## src/rtl/fnd_scan_scheduler.sv

```systemverilog
// Time-multiplexed 4-digit FND scan scheduler with a sequential binary-to-BCD load path.
// Optional build macro FND_LZ_BLANK_EN enables leading-zero blanking of the upper digits.
module fnd_scan_scheduler #(
    parameter int CLK_DIV      = 50_000,
    parameter int BLANK_CYCLES = 500
) (
    input  logic        i_clk,
    input  logic        i_reset,
    input  logic        i_enable,
    input  logic [13:0] i_value,
    input  logic [3:0]  i_dp,
    input  logic        i_load,
    output logic        o_ready,
    output logic [3:0]  o_fnd_com,
    output logic [7:0]  o_fnd_font,
    output logic        o_frame_tick
);

    localparam int              CNT_W     = (CLK_DIV > 1) ? $clog2(CLK_DIV) : 1;
    localparam logic [CNT_W-1:0] CNT_LAST  = CNT_W'(CLK_DIV - 1);
    localparam logic [CNT_W-1:0] CNT_BLANK = CNT_W'(BLANK_CYCLES);
    localparam logic [CNT_W-1:0] CNT_ONE   = CNT_W'(1);
    localparam logic [13:0]     VALUE_MAX = 14'd9999;
    localparam logic [3:0]      CONV_LAST = 4'd13;

    typedef enum logic [1:0] {
        ST_IDLE = 2'd0,
        ST_CONV = 2'd1,
        ST_PEND = 2'd2
    } state_e;

    state_e           state_q, state_d;
    logic [29:0]      conv_q, conv_d;
    logic [3:0]       step_q, step_d;
    logic [3:0]       dp_sh_q, dp_sh_d;
    logic [15:0]      disp_q, disp_d;
    logic [3:0]       disp_dp_q, disp_dp_d;
    logic             ready_q, ready_d;
    logic [CNT_W-1:0] cnt_q, cnt_d;
    logic [1:0]       idx_q, idx_d;
    logic [3:0]       com_q, com_d;
    logic [7:0]       font_q, font_d;
    logic             tick_q, tick_d;

    logic             frame_end_s;
    logic [13:0]      value_clamped_s;
    logic [3:0]       cur_digit_s;
    logic             lz_blank_s;
    logic [7:0]       glyph_s;

    // One double-dabble iteration on {bcd[15:0], bin[13:0]}: correct nibbles, then shift.
    function automatic logic [29:0] dabble_step(input logic [29:0] v);
        logic [29:0] t;
        t = v;
        for (int n = 0; n < 4; n++) begin
            t[14+4*n +: 4] = (t[14+4*n +: 4] >= 4'd5) ? (t[14+4*n +: 4] + 4'd3)
                                                       : t[14+4*n +: 4];
        end
        return {t[28:0], 1'b0};
    endfunction

    // Active-low seven-segment pattern {dp,g,f,e,d,c,b,a} with dp off.
    function automatic logic [7:0] seg_decode(input logic [3:0] d);
        logic [7:0] s;
        case (d)
            4'd0:    s = 8'hC0;
            4'd1:    s = 8'hF9;
            4'd2:    s = 8'hA4;
            4'd3:    s = 8'hB0;
            4'd4:    s = 8'h99;
            4'd5:    s = 8'h92;
            4'd6:    s = 8'h82;
            4'd7:    s = 8'hF8;
            4'd8:    s = 8'h80;
            4'd9:    s = 8'h90;
            default: s = 8'hFF;
        endcase
        return s;
    endfunction

    assign frame_end_s     = i_enable && (cnt_q == CNT_LAST) && (idx_q == 2'd3);
    assign value_clamped_s = (i_value > VALUE_MAX) ? VALUE_MAX : i_value;

    // Load path: capture, convert, then hold in the shadow until a frame boundary or disable.
    always_comb begin
        state_d   = state_q;
        conv_d    = conv_q;
        step_d    = step_q;
        dp_sh_d   = dp_sh_q;
        disp_d    = disp_q;
        disp_dp_d = disp_dp_q;
        case (state_q)
            ST_IDLE: begin
                if (i_load) begin
                    conv_d  = {16'd0, value_clamped_s};
                    dp_sh_d = i_dp;
                    step_d  = 4'd0;
                    state_d = ST_CONV;
                end else begin
                    state_d = ST_IDLE;
                end
            end
            ST_CONV: begin
                conv_d = dabble_step(conv_q);
                step_d = step_q + 4'd1;
                if (step_q == CONV_LAST) begin
                    state_d = ST_PEND;
                end else begin
                    state_d = ST_CONV;
                end
            end
            ST_PEND: begin
                if (frame_end_s || !i_enable) begin
                    disp_d    = conv_q[29:14];
                    disp_dp_d = dp_sh_q;
                    state_d   = ST_IDLE;
                end else begin
                    state_d = ST_PEND;
                end
            end
            default: begin
                state_d = ST_IDLE;
            end
        endcase
        ready_d = (state_d == ST_IDLE);
    end

    // Leading-zero detection: a digit blanks when it and every digit above it are zero.
    always_comb begin
        cur_digit_s = disp_q[{idx_q, 2'b00} +: 4];
`ifdef FND_LZ_BLANK_EN
        case (idx_q)
            2'd3:    lz_blank_s = (disp_q[15:12] == 4'd0);
            2'd2:    lz_blank_s = (disp_q[15:8] == 8'd0);
            2'd1:    lz_blank_s = (disp_q[15:4] == 12'd0);
            default: lz_blank_s = 1'b0;
        endcase
`else
        lz_blank_s = 1'b0;
`endif
        glyph_s = seg_decode(cur_digit_s);
    end

    // Scan sequencing and next output values; disable holds the scan at digit 0, dark.
    always_comb begin
        cnt_d  = cnt_q;
        idx_d  = idx_q;
        com_d  = 4'b1111;
        font_d = 8'hFF;
        tick_d = frame_end_s;
        if (!i_enable) begin
            cnt_d = {CNT_W{1'b0}};
            idx_d = 2'd0;
        end else if (cnt_q == CNT_LAST) begin
            cnt_d = {CNT_W{1'b0}};
            idx_d = idx_q + 2'd1;
        end else begin
            cnt_d = cnt_q + CNT_ONE;
            idx_d = idx_q;
        end
        if (!i_enable || (cnt_q < CNT_BLANK)) begin
            com_d  = 4'b1111;
            font_d = 8'hFF;
        end else begin
            com_d  = ~(4'b0001 << idx_q);
            font_d = {~disp_dp_q[idx_q], (lz_blank_s ? 7'h7F : glyph_s[6:0])};
        end
    end

    // State and output registers.
    always_ff @(posedge i_clk or negedge i_reset) begin
        if (!i_reset) begin
            state_q   <= ST_IDLE;
            conv_q    <= 30'd0;
            step_q    <= 4'd0;
            dp_sh_q   <= 4'd0;
            disp_q    <= 16'd0;
            disp_dp_q <= 4'd0;
            ready_q   <= 1'b1;
            cnt_q     <= {CNT_W{1'b0}};
            idx_q     <= 2'd0;
            com_q     <= 4'b1111;
            font_q    <= 8'hFF;
            tick_q    <= 1'b0;
        end else begin
            state_q   <= state_d;
            conv_q    <= conv_d;
            step_q    <= step_d;
            dp_sh_q   <= dp_sh_d;
            disp_q    <= disp_d;
            disp_dp_q <= disp_dp_d;
            ready_q   <= ready_d;
            cnt_q     <= cnt_d;
            idx_q     <= idx_d;
            com_q     <= com_d;
            font_q    <= font_d;
            tick_q    <= tick_d;
        end
    end

    assign o_ready      = ready_q;
    assign o_fnd_com    = com_q;
    assign o_fnd_font   = font_q;
    assign o_frame_tick = tick_q;

endmodule

```

## config.mk

```make
export PLATFORM = sky130hd
export DESIGN_NAME = fnd_scan_scheduler
export DESIGN_NICKNAME = d
export VERILOG_FILES = /design/src/rtl/fnd_scan_scheduler.sv
export SDC_FILE = /design/constraint.sdc
export NUM_CORES = 1
export LEC_CHECK = 0
export CELL_PAD_IN_SITES_DETAIL_PLACEMENT = 1
export CELL_PAD_IN_SITES_GLOBAL_PLACEMENT = 2
export CORE_ASPECT_RATIO = 1.25
export CORE_MARGIN = 8
export CORE_UTILIZATION = 30
export CTS_CLUSTER_SIZE = 20
export DETAILED_ROUTE_END_ITERATION = 8
export PLACE_DENSITY = 0.74
export SLEW_MARGIN = 20
export SYNTH_ARGS = -nofsm -noshare
export SYNTH_HDL_FRONTEND = slang
export SYNTH_SLANG_ARGS = --single-unit
```

## constraint.sdc

```tcl
create_clock -name i_clk -period 4.8 [get_ports i_clk]
set_clock_uncertainty 0.2 [all_clocks]
set_input_delay 1.44 -clock i_clk [delete_from_list [all_inputs] [get_ports i_clk]]
set_output_delay 1.44 -clock i_clk [all_outputs]
set_load 0.01 [all_outputs]
```

Word-level counts from Yosys, hierarchy flattened --
Memories as Yosys holds them, arrays and structs flattened. Cells that the tools add are included.
Word-level totals: flip-flop bits (word level) 92, ROM bits 112, bits of input ports 22, output and inout bits 14, word-level logic and storage cells 70, memories 1
Memories:
- (no name shown) | words 16, width 7, read ports 1, clocked after memory_dff 0, write ports 0, RTL line 65 | case (d)
Operators by class: $add $sub $neg 7, order comparisons 7, equality and inequality tests 7, shifts and indexed selects 2, mux-type cells 21, bitwise logic cells 2, reduce and logical (&&, ||, !) cells 11
Operators by type and width (number):
- case mux 30 bit (2 select lines) | 1
- two-way mux 16 bit | 2
- two-way mux 30 bit | 1
- two-way mux 4 bit | 5
- adder 16 x 1 -> 16 bit (second input constant) | 1
- equality test 16 bit (second input constant) | 1
- greater-or-equal comparator 4 x 3 -> 1 bit (second input constant) | 4
- < comparator 16 x 9 -> 1 bit (second input constant) | 1
- indexed part select 16 x 5 -> 4 bit | 1
- > comparator 14 bit (second input constant) | 1
- two-way mux 14 bit | 1
- adder 4 x 2 -> 4 bit (second input constant) | 3
- two-way mux 2 bit | 4
- two-way mux 8 bit | 1
- case mux 4 bit (2 select lines) | 1
- case mux 2 bit (3 select lines) | 1
- AND reduction 2 bit | 3
- adder 4 x 1 -> 4 bit (second input constant) | 1
- equality test 2 bit (second input constant) | 2
- equality test 4 bit (second input constant) | 1
- logical NOT 2 bit | 2
- inverter 4 bit | 1
- << shifter 1 x 2 -> 4 bit (first input constant) | 1
- adder 3 x 2 -> 3 bit (second input constant) | 1
- 13 further kinds | 16

Longest topological paths before layout --
Gate-level depths: netlist of run 1.
word-level depth 7, depth in mapped cells 8, depth with buffers taken out 7

Worst setup path after synthesis of run 1 --
No wires, ideal clock.
path kind input port to flip-flop, from in i_value[6], to reg conv_q[10], setup time 0.136 ns, data arrival time 2.334 ns, slack 2.130 ns, stages 5, cells stage by stage nor4_1 > nor2_1 > o31a_1 > nor2_1 > a21oi_1
Between the ends: cells in the longest elaborated chain, start to end 4
RTL lines:
- start, declared | RTL line 10 | input logic [13:0] i_value,
- > comparator 14 bit | RTL line 82 | assign value_clamped_s = (i_value > VALUE_MAX) ? VALUE_MAX : i_value;
- two-way mux 14 bit | RTL line 82
- two-way mux 30 bit | RTL line 94 | if (i_load) begin
- case mux 30 bit (2 select lines) | RTL line 92 | case (state_q)
- end signal, assigned | RTL line 187 | conv_q <= conv_d;
- end, declared | RTL line 33 | logic [29:0] conv_q, conv_d;
Every way passes these cells. The select of a mux whose other input is x is not followed. A chain may end at the register's enable or synchronous reset.

Worst setup path in the final report of run 1 --
from in i_enable, to reg disp_q[3]
Between the ends: cells in the longest elaborated chain, start to end 4
RTL lines:
- start, declared | RTL line 9 | input logic i_enable,
- logical AND 1 bit (2 in series) | RTL line 81 | assign frame_end_s = i_enable && (cnt_q == CNT_LAST) && (idx_q == 2'd3);
- logical OR 1 bit * | RTL line 113 | if (frame_end_s || !i_enable) begin
- AND reduction 2 bit (no source line) *
- end signal, assigned | RTL line 190 | disp_q <= disp_d;
- end, declared | RTL line 36 | logic [15:0] disp_q, disp_d;
Every way passes the cells marked *; elsewhere a longest branch is shown, timed or not.

==> results of run 1 <==
==> layout make-up <==
cell class | instances | area, um^2 | share of cell area
well taps | 182 | 228 | 0.0427
inverters | 19 | 71.3 | 0.0134
multi-input cells | 263 | 1990 | 0.373
flip-flops and latches | 92 | 2320 | 0.435
clock inverters | 6 | 111 | 0.0209
repair buffers | 38 | 374 | 0.0702
clock buffers | 10 | 239 | 0.0448
==> power by group through the flow <==
stage / registers [mW] / clock network [mW] / logic, mW
after floorplan: 1.11 / 0 / 0.712
after global placement: 1.17 / 0 / 0.873
after detailed placement: 1.18 / 0 / 0.910
after CTS: 1.17 / 0.856 / 0.918
after global routing: 1.19 / 0.877 / 1.03
final: 1.16 / 0.827 / 0.900
==> synth_stat cells <==
library cell  instances  area, um^2
nand3_1              10        50.1
and3_1                2        12.5
ha_1                 20         250
nand3_2               1        10.0
xor2_1               11        96.3
o21a_4                1        15.0
o32ai_1               3        26.3
nor3_1                5        25.0
mux2_2                5        56.3
nand4b_1              1        8.76
nor4_2                1        12.5
o311ai_0              1        8.76
a21o_1                6        45.0
nor2_1               45         169
buf_12                2        40.0
mux2i_1               5        50.1
inv_1                19        71.3
nor4_1                1        6.26
and2_1                3        18.8
nand4bb_1             1        11.3
nor2b_1               3        18.8
a22o_1                6        52.6
clkbuf_1             12        45.0
nand4_1               3        18.8
o31ai_1               4        30.0
nor2b_4               1        13.8
mux2_4               20         300
o21a_1                1        7.51
or2_2                 1        6.26
xnor2_1              10        87.6
nand2b_1              5        31.3
dfstp_2              13         342
o31a_1                1        8.76
o22ai_1              12        75.1
or4b_1                1        10.0
dfrtp_1              79        1980
buf_2                 2        10.0
nand2_1              20        75.1
mux4_2                5         113
o21ai_0              19        95.1
a21oi_1              22         110
a32o_1                4        40.0
or3_1                 2        12.5
o2bb2ai_1             1        8.76
==> cell families after synthesis <==
logic type,share of synthesized area
and+or+nand+nor,0.114
DFF,0.518
AOI/OAI and AO/OA,0.117
buffers and inverters,0.0372
muxes,0.116
xor gates and xnor gates,0.0411
adders and majority gates,0.0560
==> flip-flops by register name, indices dropped and copies added, names as in the netlist <==
name and count:
step_q 4, o_frame_tick 1, o_ready 1, dp_sh_q 4
disp_dp_q 4, disp_q 16, idx_q 2, o_fnd_font 8
o_fnd_com 4, cnt_q 16, conv_q 30, state_q 2
==> per-layer routing <==
metal  vias up  track usage  wire (um)
met1      1479        0.128       4510
met3        11       0.0284        323
met5         -            0          0
met4         0       0.0436        144
li1       1430            -          -
met2        34        0.182       4900
==> layout by cell type (no fill, tap or decap), types with 2 or more instances in the layout <==
cell type / count
a21o_1: 6
a21oi_1: 22
a22o_1: 6
a32o_1: 4
and2_1: 3
and3_1: 2
buf_4: 3
bufinv_16: 3
clkbuf_16: 9
clkdlybuf4s50_1: 34
dfrtp_1: 79
dfstp_2: 13
ha_1: 20
inv_1: 19
mux2_2: 5
mux2_4: 20
mux2i_1: 5
mux4_2: 5
nand2_1: 20
nand2b_1: 5
nand3_1: 10
nand4_1: 3
nor2_1: 45
nor2b_1: 3
nor3_1: 5
o21ai_0: 19
o22ai_1: 12
o31ai_1: 4
o32ai_1: 3
or3_1: 2
xnor2_1: 10
xor2_1: 11
==> metrics by stage <==
stage          instances  instance area [um^2]
2_1_floorplan        390                  4470
3_3_place_gp         594                  4970
3_5_place_dp         594                  4970
4_1_cts              610                  5330
5_1_grt              610                  5330
6_report             610                  5330
==> worst max path at each step <==
| stage | depth (start not counted) | endpoint |
|---|---|---|
| after floorplan | 5 | conv_q[10]$_DFFE_PN0P_ |
| after global placement | 4 | disp_q[13]$_DFFE_PN0P_ |
| after detailed placement | 4 | disp_q[3]$_DFFE_PN0P_ |
| after CTS | 4 | disp_q[3]$_DFFE_PN0P_ |
| after global routing | 4 | disp_q[2]$_DFFE_PN0P_ |
| final | 4 | disp_q[3]$_DFFE_PN0P_ |
==> tightest hold or removal path, cell delays in order (launching register included) <==
cell and delay [ns]:
dfrtp_1 0.35, nand2_1 0.05, o21ai_0 0.06
==> out/qor.txt, run 1 <==
Fin nets - 465
Top-Level Pins - 36
Fill count - 1643
Worst setup path category - in2reg
Critical R2R Launch - cnt_q[0]$_DFF_PN0_
Core ar. - 14800 um^2
Slowest stage cell, crit path - nor2b_4
Largest net degree at the start of global routing - 83
P per Cell Area - 542 nW/um^2
Worst r2r dst - disp_q[3]$_DFFE_PN0P_
Net Count, Synth - 432
Mapped Area - 4470 um^2
Htree depth - 3
Hold Path Class - reg2reg
Clock Sinks - 92
Hold Path Depth - 2
Tcrit/Tclk final - 0.662
Die area - 19100 um^2
Routed via count - 2954
FF-to-FF setup slack - 1.79 ns
Highest Clock Rate - 0.315 GHz
Logic gate share of total power - 0.312
Hpwl dp - 6820 um
Sequential cell fraction of total power - 0.402
Root Driver - clkbuf_16
Hold path start - conv_q[13]$_DFFE_PN0P_
Worst-margin pin slew - 1.04 ns
Die X - 125 um
Arr. time, crit path - 3.20 ns
Leakage - 2.28 nW
Reg clk slew, reported paths - 0.06 ns
Final wirelength - 9880 um
Critical Path Source - i_enable
Fin. Hold Viols - 0
Hold slack - 0.295 ns
Setup crit end kind - flip-flop
Vias per cell - 4.84
Die height - 153 um
CTS tree - built
Post-Syn Instances - 390
Vias in the first global route - 3268
Initial antenna violation count - 0
Worst slack, placed - 1.25 ns
Setup violators final - 0
Critical path required time - 4.82 ns
Antenna fix cells - 0
Synthesized flop and latch total - 92
Overall power - 2.89 mW
Tmin final - 3.18 ns
CP max stage delay - 0.63 ns
Worst skew pair latency - 0.34 ns
Congestion Overflow GR - 0
GPL Wtd Cong - 0.771
Antenna viol nets, final - 0
Critical path cell sequence - clkdlybuf4s50_1 > o21a_4 > nor2b_4 > mux2_4
Syn Area/Cell - 11.5 um^2
Maxcap violations - 0
First-pass GRT wire length - 16600 um
CTS buffer count - 9
Setup ws final - 1.62 ns
Initial Utilization - 0.303
Psw - 0.940 mW
Switching Fraction - 0.325
CP Max Fanout - 20
Power share of the clock group - 0.286
Internal power - 1.95 mW
Fin Setup TNS - 0 ns
CP Launch Type - input port
Crit path buffers/inverters - 1
Standard-cell rows - 50
# Post-CTS Setup Buffers - 0
RSZ-0062 raised after global routing - no
Post-CTS Hold Buffers - 0
Max rail drop VDD - 215 uV
WL per Instance - 16.2 um
Pre-antenna DRT Iters - 4
Yosys warning count - 0
Yosys cell types - 44
Slew headroom - 0.307
Drt drc - 0
CTS resizes - 0
Worst Hold Path EP - conv_q[14]$_DFFE_PN0P_
Max Buffers Root-to-Sink - 2
GRT Total Usage - 0.108
Share of cells above drive strength 1 - 0.159
Seq/Total Area, Yosys - 0.518
Cell count of the worst reg-to-reg path - 6
Synthesis-to-finish area growth - 19.2%
Fin util - 0.361
Status - finished clean
Iteration-0 DRC Markers - 128
CP top delay family - simple AND/OR/NAND/NOR gates
Max Slew Vio Count - 0
Input/output buffers - 35
Note: power is estimated with default switching activity, not from simulation.
==> run 2, diff against run 1 <==
clock period = 3.28 ns   (was 4.8 ns; I/O delays follow)
==> run 2 against run 1 <==
Compared with the run above:
- count of clock-buffer cells in the layout up 2
- die area unchanged
- critical endpoint is now disp_q[7]$_DFFE_PN0P_
- register-to-register slack worse by 1.2 ns
- clock power up 22%
- worst hold slack worse by 0.0015 ns
- power up 40%
- non-clock buffer count up 3
==> out/qor.txt, run 2 (synthesis results as in run 1) <==
Fin. Hold Viols - 0 (unchanged)
WL per Instance - 15.6 um (was 16.2 um)
Worst-margin pin slew - 0.507 ns (was 1.04 ns)
Worst setup path category - reg2reg (was in2reg)
Top-Level Pins - 36 (unchanged)
Standard-cell rows - 50 (unchanged)
Die height - 153 um (unchanged)
Htree depth - 3 (unchanged)
Antenna fix cells - 0 (unchanged)
Setup crit end kind - flip-flop (unchanged)
Logic gate share of total power - 0.330 (was 0.312)
CTS buffer count - 9 (unchanged)
Instance area at placement - 5020 um^2 (was 4970 um^2)
FF+latch area - 2320 um^2 (unchanged)
First-pass GRT wire length - 16900 um (was 16600 um)
Hpwl dp - 6830 um (was 6820 um)
Leakage - 2.28 nW (about the same)
Placed insts - 597 (was 594)
Hold Path Class - reg2reg (unchanged)
CP max stage delay - 0.66 ns (was 0.63 ns)
Input/output buffers - 35 (unchanged)
GPL Wtd Cong - 0.783 (was 0.771)
Crit path buffers/inverters - 1 (unchanged)
Most common cell after layout, fill and taps aside - dfrtp_1 (unchanged)
Slew headroom - 0.660 (was 0.307)
Power share of the clock group - 0.250 (was 0.286)
Post-CTS Hold Buffers - 0 (unchanged)
P per Cell Area - 762 nW/um^2 (was 542 nW/um^2)
Maxcap violations - 0 (unchanged)
Vias per cell - 4.88 (was 4.84)
Pre-antenna DRT Iters - 4 (unchanged)
CTS resizes - 0 (unchanged)
Tcrit/Tclk final - 0.818
Fin Setup TNS - 0 ns (unchanged)
Post-route insts no fill - 613 (was 610)
Share of cells above drive strength 1 - 0.162 (was 0.159)
Setup violators final - 0 (unchanged)
Largest net degree at the start of global routing - 60 (was 83)
Fin nets - 468 (was 465)
Initial antenna violation count - 0 (unchanged)
Iteration-0 DRC Markers - 166 (was 128)
Switching Fraction - 0.341 (was 0.325)
Initial Utilization - 0.303 (unchanged)
Max Buffers Root-to-Sink - 2 (unchanged)
Biggest register - conv_q (unchanged)
Final Cell Area - 5310 um^2 (was 5330 um^2)
Die area - 19100 um^2 (unchanged)
Antenna viol nets, final - 0 (unchanged)
Max Slew Vio Count - 0 (unchanged)
Worst skew pair latency - 0.34 ns (about the same)
Synthesis-to-finish area growth - 18.7% (was 19.2%)
Highest-count cells in the layout ignoring fill and taps - dfrtp_1 (79), nor2_1 (45), clkdlybuf4s50_1 (34), a21oi_1 (22) (unchanged)
Congestion Overflow GR - 0 (unchanged)
Critical path cell sequence - ha_1 > nand3_2 > or4b_1 > o21a_4 > nor2b_4 > buf_12 > mux2_4 (was clkdlybuf4s50_1 > o21a_4 > nor2b_4 > mux2_4)
Max rail drop VDD - 270 uV (was 215 uV)
Core ar. - 14800 um^2 (unchanged)
Final wirelength - 9560 um (was 9880 um)
Clock Sinks - 92 (unchanged)
Setup ws final - 0.598 ns (was 1.62 ns)
Number of flip-flops in the largest register - 30 (unchanged)
CP top delay family - simple AND/OR/NAND/NOR gates (unchanged)
Multi-input gate area - 1990 um^2 (unchanged)
Arr. time, crit path - 2.70 ns (was 3.20 ns)
Status - finished clean (unchanged)
CP Launch Type - flip-flop (was input port)
Reg clk slew, reported paths - 0.07 ns (was 0.06 ns)
Slowest stage cell, crit path - or4b_1 (was nor2b_4)
Vias in the first global route - 3390 (was 3268)
Routed via count - 2994 (was 2954)
Critical path required time - 3.30 ns (was 4.82 ns)
RSZ-0062 raised after global routing - no (unchanged)
Internal power - 2.66 mW (was 1.95 mW)
Worst slack, placed - 0.454 ns (was 1.25 ns)
Overall power - 4.04 mW (was 2.89 mW)
Psw - 1.38 mW (was 0.940 mW)
Tmin final - 2.68 ns
CTS tree - built (unchanged)
CP Max Fanout - 20 (unchanged)
GRT Total Usage - 0.107 (was 0.108)
Sequential cell fraction of total power - 0.420 (was 0.402)
# Post-CTS Setup Buffers - 0 (unchanged)
Fill count - 1596 (was 1643)
Die X - 125 um (unchanged)
Top Registers - conv_q (30), cnt_q (16), disp_q (16) (unchanged)
Root Driver - clkbuf_16 (unchanged)
Drt drc - 0 (unchanged)
Highest Clock Rate - 0.373 GHz
## run 2: changes by cell type in the layout (fill, tap and decap cells not counted), sizes merged
cell and delta:
clkinvlp -1, bufinv -3, clkinv +1, buf +3, clkbuf +2, inv +1
## run 2: final timing paths
path | from | end | slack, ns | cells after the start
min | conv_q[0]$_DFFE_PN0P_ | conv_q[0]$_DFFE_PN0P_ | 0.29 | 2
min in group asynchronous | i_reset | cnt_q[5]$_DFF_PN0_ | 0.39 | 1
max in group asynchronous | i_reset | o_fnd_font[4]$_DFF_PN1_ | 1.77 | 2
max reg2reg | cnt_q[0]$_DFF_PN0_ | disp_q[7]$_DFFE_PN0P_ | 0.60 | 7
max | cnt_q[0]$_DFF_PN0_ | disp_q[7]$_DFFE_PN0P_ | 0.60 | 7
min reg2reg | conv_q[0]$_DFFE_PN0P_ | conv_q[0]$_DFFE_PN0P_ | 0.29 | 2
## run 2: cell type report
type / instances / share of cell area
clock buffers: 12 / 0.0483
clock inverters: 4 / 0.00589
inverters: 19 / 0.0134
multi-input cells: 263 / 0.374
flip-flops and latches: 92 / 0.437
well taps: 182 / 0.0429
repair buffers: 41 / 0.0787
## run 2: power groups by stage
stage	registers, mW	clock network (mW)	logic (mW)
2_1_floorplan	1.63	0	1.04
3_3_place_gp	1.71	0	1.29
3_5_place_dp	1.73	0	1.34
4_1_cts	1.71	1.04	1.36
5_1_grt	1.74	1.08	1.54
6_report	1.70	1.01	1.34
## run 2: per-stage QoR
stage	util	hold slack (ns)
after floorplan	-	0.250
after global placement	0.340	0.281
after detailed placement	0.340	0.285
after CTS	0.360	0.304
after global routing	0.360	0.338
final	0.360	0.294
## run 2: layer usage
metal  vias to the layer above  share of wire  GRT usage
li1                       1441              -          -
met1                      1502           0.46      0.128
met2                        38           0.48      0.179
met3                        13          0.032     0.0221
met4                         0          0.022     0.0535
met5                         -              0          0
## run 2: worst reg2reg max path, stage by stage (launching register included)
cell and delay [ns]:
dfrtp_1 0.40, ha_1 0.22, nand3_2 0.15, or4b_1 0.66, o21a_4 0.29, nor2b_4 0.13, buf_12 0.20, mux2_4 0.32
